--- config.mk ---
export PLATFORM = sky130hd
export DESIGN_NAME = frame_disassembly
export DESIGN_NICKNAME = d
export VERILOG_FILES = /design/src/rtl/frame_disassembly.sv
export SDC_FILE = /design/constraint.sdc
export NUM_CORES = 2
export LEC_CHECK = 0
export BUFFER_PORTS_ARGS = -buffer_cell sky130_fd_sc_hd__buf_2
export CORE_ASPECT_RATIO = 0.8
export CORE_MARGIN = 2
export CORE_UTILIZATION = 61
export DETAILED_ROUTE_END_ITERATION = 12
export PLACE_DENSITY_LB_ADDON = 0.08
export SYNTH_ARGS = -nofsm -noshare
export SYNTH_HDL_FRONTEND = slang
export SYNTH_SLANG_ARGS = --single-unit
--- constraint.sdc ---
create_clock -name clk -period 4.9 [get_ports clk]
set_input_delay 0.49 -clock clk [delete_from_list [all_inputs] [get_ports clk]]
set_output_delay 0.49 -clock clk [all_outputs]
set_load 0.01 [all_outputs]
--- src/rtl/frame_disassembly.sv ---
// frame_disassembly: receive side of the MHP byte-stream link.
// Parses dst/src/size/{dir,type}/payload/scs from a byte stream. It recomputes
// the shifted-sum checksum and presents good frames with a one-cycle strobe.
// Optional build macro RX_ADDR_FILTER_EN: when defined, frames whose dst is
// neither MY_ADDR nor broadcast (16'hFFFF) are silently dropped.
module frame_disassembly #(
  parameter int          MAX_PAYLOAD = 42,
  parameter int          TIMEOUT     = 15,
  parameter logic [15:0] MY_ADDR     = 16'h0001
) (
  input  logic                     clk,
  input  logic                     rst,
  input  logic [7:0]               i_rdata,
  input  logic                     i_rvalid,
  output logic [15:0]              o_dst,
  output logic [15:0]              o_src,
  output logic [15:0]              o_size,
  output logic                     o_dir,
  output logic [6:0]               o_type,
  output logic [MAX_PAYLOAD*8-1:0] o_payload,
  output logic [5:0]               o_payload_size,
  output logic                     o_frame_valid,
  output logic                     o_err,
  output logic [1:0]               o_err_code,
  output logic                     o_busy
);

  localparam int PW = $clog2(MAX_PAYLOAD);
  localparam int CW = $clog2(TIMEOUT + 1);

  typedef enum logic [2:0] {IDLE, HDR, PAYLOAD, SCS_HI, SCS_LO, DROP} state_t;

  state_t                      state, state_nxt;
  logic [7:0]                  idx;        // wire-format index of the next byte
  logic [15:0]                 sum;        // running shifted-sum checksum
  logic [CW-1:0]               idle_cnt;   // consecutive idle cycles inside a frame
  logic [15:0]                 dst_sh, src_sh, size_sh;
  logic [7:0]                  dt_sh, scs_hi;
  logic [MAX_PAYLOAD-1:0][7:0] pay_sh;
  logic                        set_ok, set_err, addr_ok, timeout_hit;
  logic [1:0]                  code_nxt;
  logic [15:0]                 sh_byte, size_new;
  logic [7:0]                  pofs;

  assign sh_byte     = 16'(i_rdata) << idx[1:0];
  assign size_new    = {i_rdata, size_sh[7:0]};
  assign pofs        = idx - 8'd7;
  assign timeout_hit = !i_rvalid && (idle_cnt == CW'(TIMEOUT));
  assign o_busy      = (state != IDLE);

`ifdef RX_ADDR_FILTER_EN
  assign addr_ok = (dst_sh == MY_ADDR) || (dst_sh == 16'hFFFF);
`else
  assign addr_ok = 1'b1;
`endif

  // state register
  always_ff @(posedge clk) begin
    if (rst) state <= IDLE;
    else     state <= state_nxt;
  end

  // next-state and result strobes
  always_comb begin
    state_nxt = state;
    set_ok    = 1'b0;
    set_err   = 1'b0;
    code_nxt  = 2'd0;
    case (state)
      IDLE: if (i_rvalid) state_nxt = HDR;
      HDR: begin
        if (i_rvalid) begin
          if (idx == 8'd5 && size_new > 16'(MAX_PAYLOAD)) begin
            set_err = 1'b1; code_nxt = 2'd2; state_nxt = DROP;
          end else if (idx == 8'd6) begin
            state_nxt = (size_sh != 16'd0) ? PAYLOAD : SCS_HI;
          end
        end else if (timeout_hit) begin
          set_err = 1'b1; code_nxt = 2'd3; state_nxt = IDLE;
        end
      end
      PAYLOAD: begin
        if (i_rvalid) begin
          if (idx == size_sh[7:0] + 8'd6) state_nxt = SCS_HI;
        end else if (timeout_hit) begin
          set_err = 1'b1; code_nxt = 2'd3; state_nxt = IDLE;
        end
      end
      SCS_HI: begin
        if (i_rvalid) state_nxt = SCS_LO;
        else if (timeout_hit) begin
          set_err = 1'b1; code_nxt = 2'd3; state_nxt = IDLE;
        end
      end
      SCS_LO: begin
        if (i_rvalid) begin
          state_nxt = IDLE;
          if ({scs_hi, i_rdata} != sum) begin
            set_err = 1'b1; code_nxt = 2'd1;
          end else if (addr_ok) begin
            set_ok = 1'b1;
          end
        end else if (timeout_hit) begin
          set_err = 1'b1; code_nxt = 2'd3; state_nxt = IDLE;
        end
      end
      DROP: if (!i_rvalid && idle_cnt == CW'(1)) state_nxt = IDLE;
      default: state_nxt = IDLE;
    endcase
  end

  // byte capture, checksum accumulation, idle counting and result outputs
  always_ff @(posedge clk) begin
    if (rst) begin
      idx            <= '0;
      sum            <= '0;
      idle_cnt       <= '0;
      dst_sh         <= '0;
      src_sh         <= '0;
      size_sh        <= '0;
      dt_sh          <= '0;
      scs_hi         <= '0;
      pay_sh         <= '0;
      o_dst          <= '0;
      o_src          <= '0;
      o_size         <= '0;
      o_dir          <= 1'b0;
      o_type         <= '0;
      o_payload      <= '0;
      o_payload_size <= '0;
      o_frame_valid  <= 1'b0;
      o_err          <= 1'b0;
      o_err_code     <= '0;
    end else begin
      o_frame_valid <= set_ok;
      o_err         <= set_err;
      if (set_err) o_err_code <= code_nxt;
      if (set_ok) begin
        o_dst          <= dst_sh;
        o_src          <= src_sh;
        o_size         <= size_sh;
        o_dir          <= dt_sh[7];
        o_type         <= dt_sh[6:0];
        o_payload      <= pay_sh;
        o_payload_size <= size_sh[5:0];
      end

      if (i_rvalid || state_nxt == IDLE) idle_cnt <= '0;
      else                               idle_cnt <= idle_cnt + CW'(1);

      if (i_rvalid) begin
        case (state)
          IDLE: begin
            dst_sh <= {8'h00, i_rdata};
            sum    <= 16'(i_rdata);
            idx    <= 8'd1;
            pay_sh <= '0;
          end
          HDR: begin
            sum <= sum + sh_byte;
            idx <= idx + 8'd1;
            case (idx)
              8'd1: dst_sh[15:8]  <= i_rdata;
              8'd2: src_sh[7:0]   <= i_rdata;
              8'd3: src_sh[15:8]  <= i_rdata;
              8'd4: size_sh[7:0]  <= i_rdata;
              8'd5: size_sh[15:8] <= i_rdata;
              8'd6: dt_sh         <= i_rdata;
              default: ;
            endcase
          end
          PAYLOAD: begin
            sum                  <= sum + sh_byte;
            idx                  <= idx + 8'd1;
            pay_sh[pofs[PW-1:0]] <= i_rdata;
          end
          SCS_HI: scs_hi <= i_rdata;
          default: ;
        endcase
      end
    end
  end

endmodule

==> flow_metrics.tcl <==
set metrics [dict create \
    nFillCells 3765 \
    gp_congestion 0.873 \
    p_total_mw 13.1 \
    tightest_slew_ps 1170 \
    cpMaxStageDelayCell "dfxtp_1" \
    crit_path_start_kind "register" \
    p_leak_nw 13.7 \
    min_period_over_period_pct 80.3 \
    grt.total_usage_pct 33.4 \
    die_width_um 251 \
    power.density_nw_per_um2 384 \
    cts-root-buf "clkbuf_16" \
    finalHoldViolations 0 \
    synthCells 3274 \
    io_pins 414 \
    layout_common_cells "nand2_1, dfxtp_1, a21oi_1, buf_2, a22o_1" \
    cts_resized 0 \
    row_count 72 \
    avgRoutedWirePerCell_um 20.4 \
    path_max_fanout 18 \
    timing.final.ws_setup_ps 964 \
    relSlewSlack_pct 21.9 \
    io_buffer_count 413 \
    cts_buffer_depth 3 \
    cts_htree_levels 3 \
    ctsHoldBuffers 0 \
    hpwl_mm 55.0 \
    finalClockSkew_ps 17.8 \
    diodes 0 \
    synth_area_per_cell_um2 9.06 \
    drcViolationCount 0 \
    wl_mm 86.5 \
    numCtsBuffers 77 \
    core_um2 48200 \
    ys_types 67 \
    grt_pass1_vias 24013 \
    dp_slack_ps 1050 \
    dr.pass1.iters 5 \
    antenna_found_initial 1 \
    grt_pass1_wl_mm 135 \
    fin_cells 4236 \
    hp-class "input pin to register" \
    path_class "register to register" \
    overflow 0 \
    grt_max_degree 244 \
    cts_sinks 827 \
    synthArstFlopShare_pct 0 \
    post_cts_buffers 0 \
    max_freq_mhz 254 \
    crit_path_end_kind "register" \
    clk_pin_slew_ps 60 \
    fin_nets 3580 \
    via_per_inst 5.99 \
    yosys_most_used_dff "dfxtp_1" \
    maxCapViolations 0 \
    worst_path_largest_cell_delay_ps 800 \
    dieArea_um2 50400 \
    dieHeight_um 201 \
    setup_viol 0 \
    syn_to_final_growth_pct 15.0 \
    start_util_pct 61.5 \
    layout_commonest_cell "nand2_1" \
    vdd_ir_drop_max_mv 0.279 \
    syn_area_um2 29700 \
    ys.warnings.count 0 \
    syn-num-nets 3304 \
    yosysSeqAreaShare_pct 55.8 \
    synth_edf_count 0 \
    dp_cells 4100 \
    finalMaxSlewViolations 0 \
    rsz0062_at_grt "false" \
    whs_ps 330 \
    ant_nets 0 \
    vias 25362 \
    status "complete, no violations" \
    insertion_delay_ps 630 \
    fin_crit_ps 3940 \
    fin_setup_tns_ps 0 \
    crit_chain "ha_1, xor2_1, nand3_1, nor2_1, o21ai_1, a22o_1" \
    drtIter0Drc 2301 \
    worstPathRequired_ps 5420 \
    synth-seq-cells 827 \
    worst_ep_arrival_time_ps 4450 \
    drive_gt1_share_pct 16.0 \
    cts_tree "built" \
]
critical path, delay by kind of cell, from the launching register on:
kind / cells / cell delay [ps]
adder cells (fa/ha/maj): 1 / 570
flip-flops: 1 / 800
XOR/XNOR: 1 / 490
AO/OA/AOI/OAI: 2 / 680
AND/OR/NAND/NOR: 2 / 1280
metrics by stage:
stage               area [um^2]  util [%]
floorplan                 29700         -
global placement          31600      65.6
detailed placement        31600      65.6
CTS                       34100      70.8
global route              34100      70.8
finish                    34100      70.8
sequential cells by signal, indices dropped and copies added (netlist names), 2 cells and up:
register / cells
o_payload: 336
pay_sh: 336
dst_sh: 16
o_dst: 16
o_size: 16
o_src: 16
size_sh: 16
src_sh: 16
sum: 16
dt_sh: 8
idx: 8
scs_hi: 8
o_type: 7
idle_cnt: 4
state: 3
o_err_code: 2
per-layer routing:
metal,GRT usage (%),part of all wire (%),up-vias
li1,-,-,11774
met3,6.14,8.3,164
met5,0,0.012,-
met1,47.4,44,12321
met4,12.0,3.1,2
met2,51.0,45,1101
power breakdown:
| group | switching, mW | internal, mW |
|---|---|---|
| Combinational | 0.304 | 0.0979 |
| Sequential | 0.0163 | 6.74 |
| Clock | 2.53 | 3.41 |
path summary, 6_finish.rpt:
check	cells past startpoint	slack [ps]	end	from
worst max register to register	6	960	pay_sh[119]	idx[1]
worst min register to register	2	450	o_payload[167]	o_payload[167]
worst max-delay path	6	960	pay_sh[119]	idx[1]
worst min-delay path	3	330	scs_hi[0]	i_rdata[0]
area by class of cell:
type / instances / area (um^2) / share of cell area, %
inverter: 9 / 33.8 / 0.0991
sequential: 827 / 16600 / 48.6
timing repair buffer: 438 / 2350 / 6.90
clock inverter: 19 / 201 / 0.591
tap: 629 / 787 / 2.31
clock buffer: 117 / 2300 / 6.75
multi-input combinational: 2197 / 11900 / 34.8
cells in the mapped netlist, drive strengths merged (2+ instances only):
| master | count | area share, % |
|---|---|---|
| a21o | 5 | 0.13 |
| nand2b | 9 | 0.19 |
| a31oi | 4 | 0.084 |
| nor2 | 152 | 2.0 |
| and3 | 12 | 0.25 |
| o2bb2ai | 23 | 0.68 |
| buf | 76 | 2.1 |
| dfxtp | 827 | 56 |
| nor3 | 17 | 0.29 |
| ha | 18 | 0.76 |
| xnor2 | 19 | 0.56 |
| a21boi | 2 | 0.051 |
| o21a | 4 | 0.10 |
| and2 | 12 | 0.25 |
| a21oi | 469 | 7.9 |
| nand3b | 4 | 0.10 |
| mux2i | 49 | 1.7 |
| nand3 | 32 | 0.54 |
| a211oi | 6 | 0.15 |
| nand4b | 2 | 0.059 |
| a22o | 312 | 9.2 |
| o31ai | 3 | 0.076 |
| nor2b | 11 | 0.23 |
| xor2 | 23 | 0.68 |
| o21ai | 42 | 0.71 |
| a22oi | 4 | 0.10 |
| or3 | 2 | 0.042 |
| clkbuf | 165 | 2.1 |
| nand2 | 908 | 11 |
| or4 | 2 | 0.063 |
| inv | 9 | 0.11 |
| o32a | 2 | 0.068 |
| nand4 | 8 | 0.17 |
| a311o | 2 | 0.068 |
| or2 | 3 | 0.063 |
| nor4 | 10 | 0.21 |
| mux4 | 2 | 0.15 |
| o211ai | 4 | 0.10 |
| nor3b | 2 | 0.068 |
| a311oi | 2 | 0.059 |
cells by family after synthesis:
logic type / synth area share (%)
AND/OR/NAND/NOR: 16.1
AO/OA/AOI/OAI: 19.9
multiplexers: 1.84
flip-flops: 55.8
adder cells (fa/ha/maj): 0.827
XOR/XNOR: 1.24
buffers and inverters: 4.29
Power figures use the tool's default switching activity.
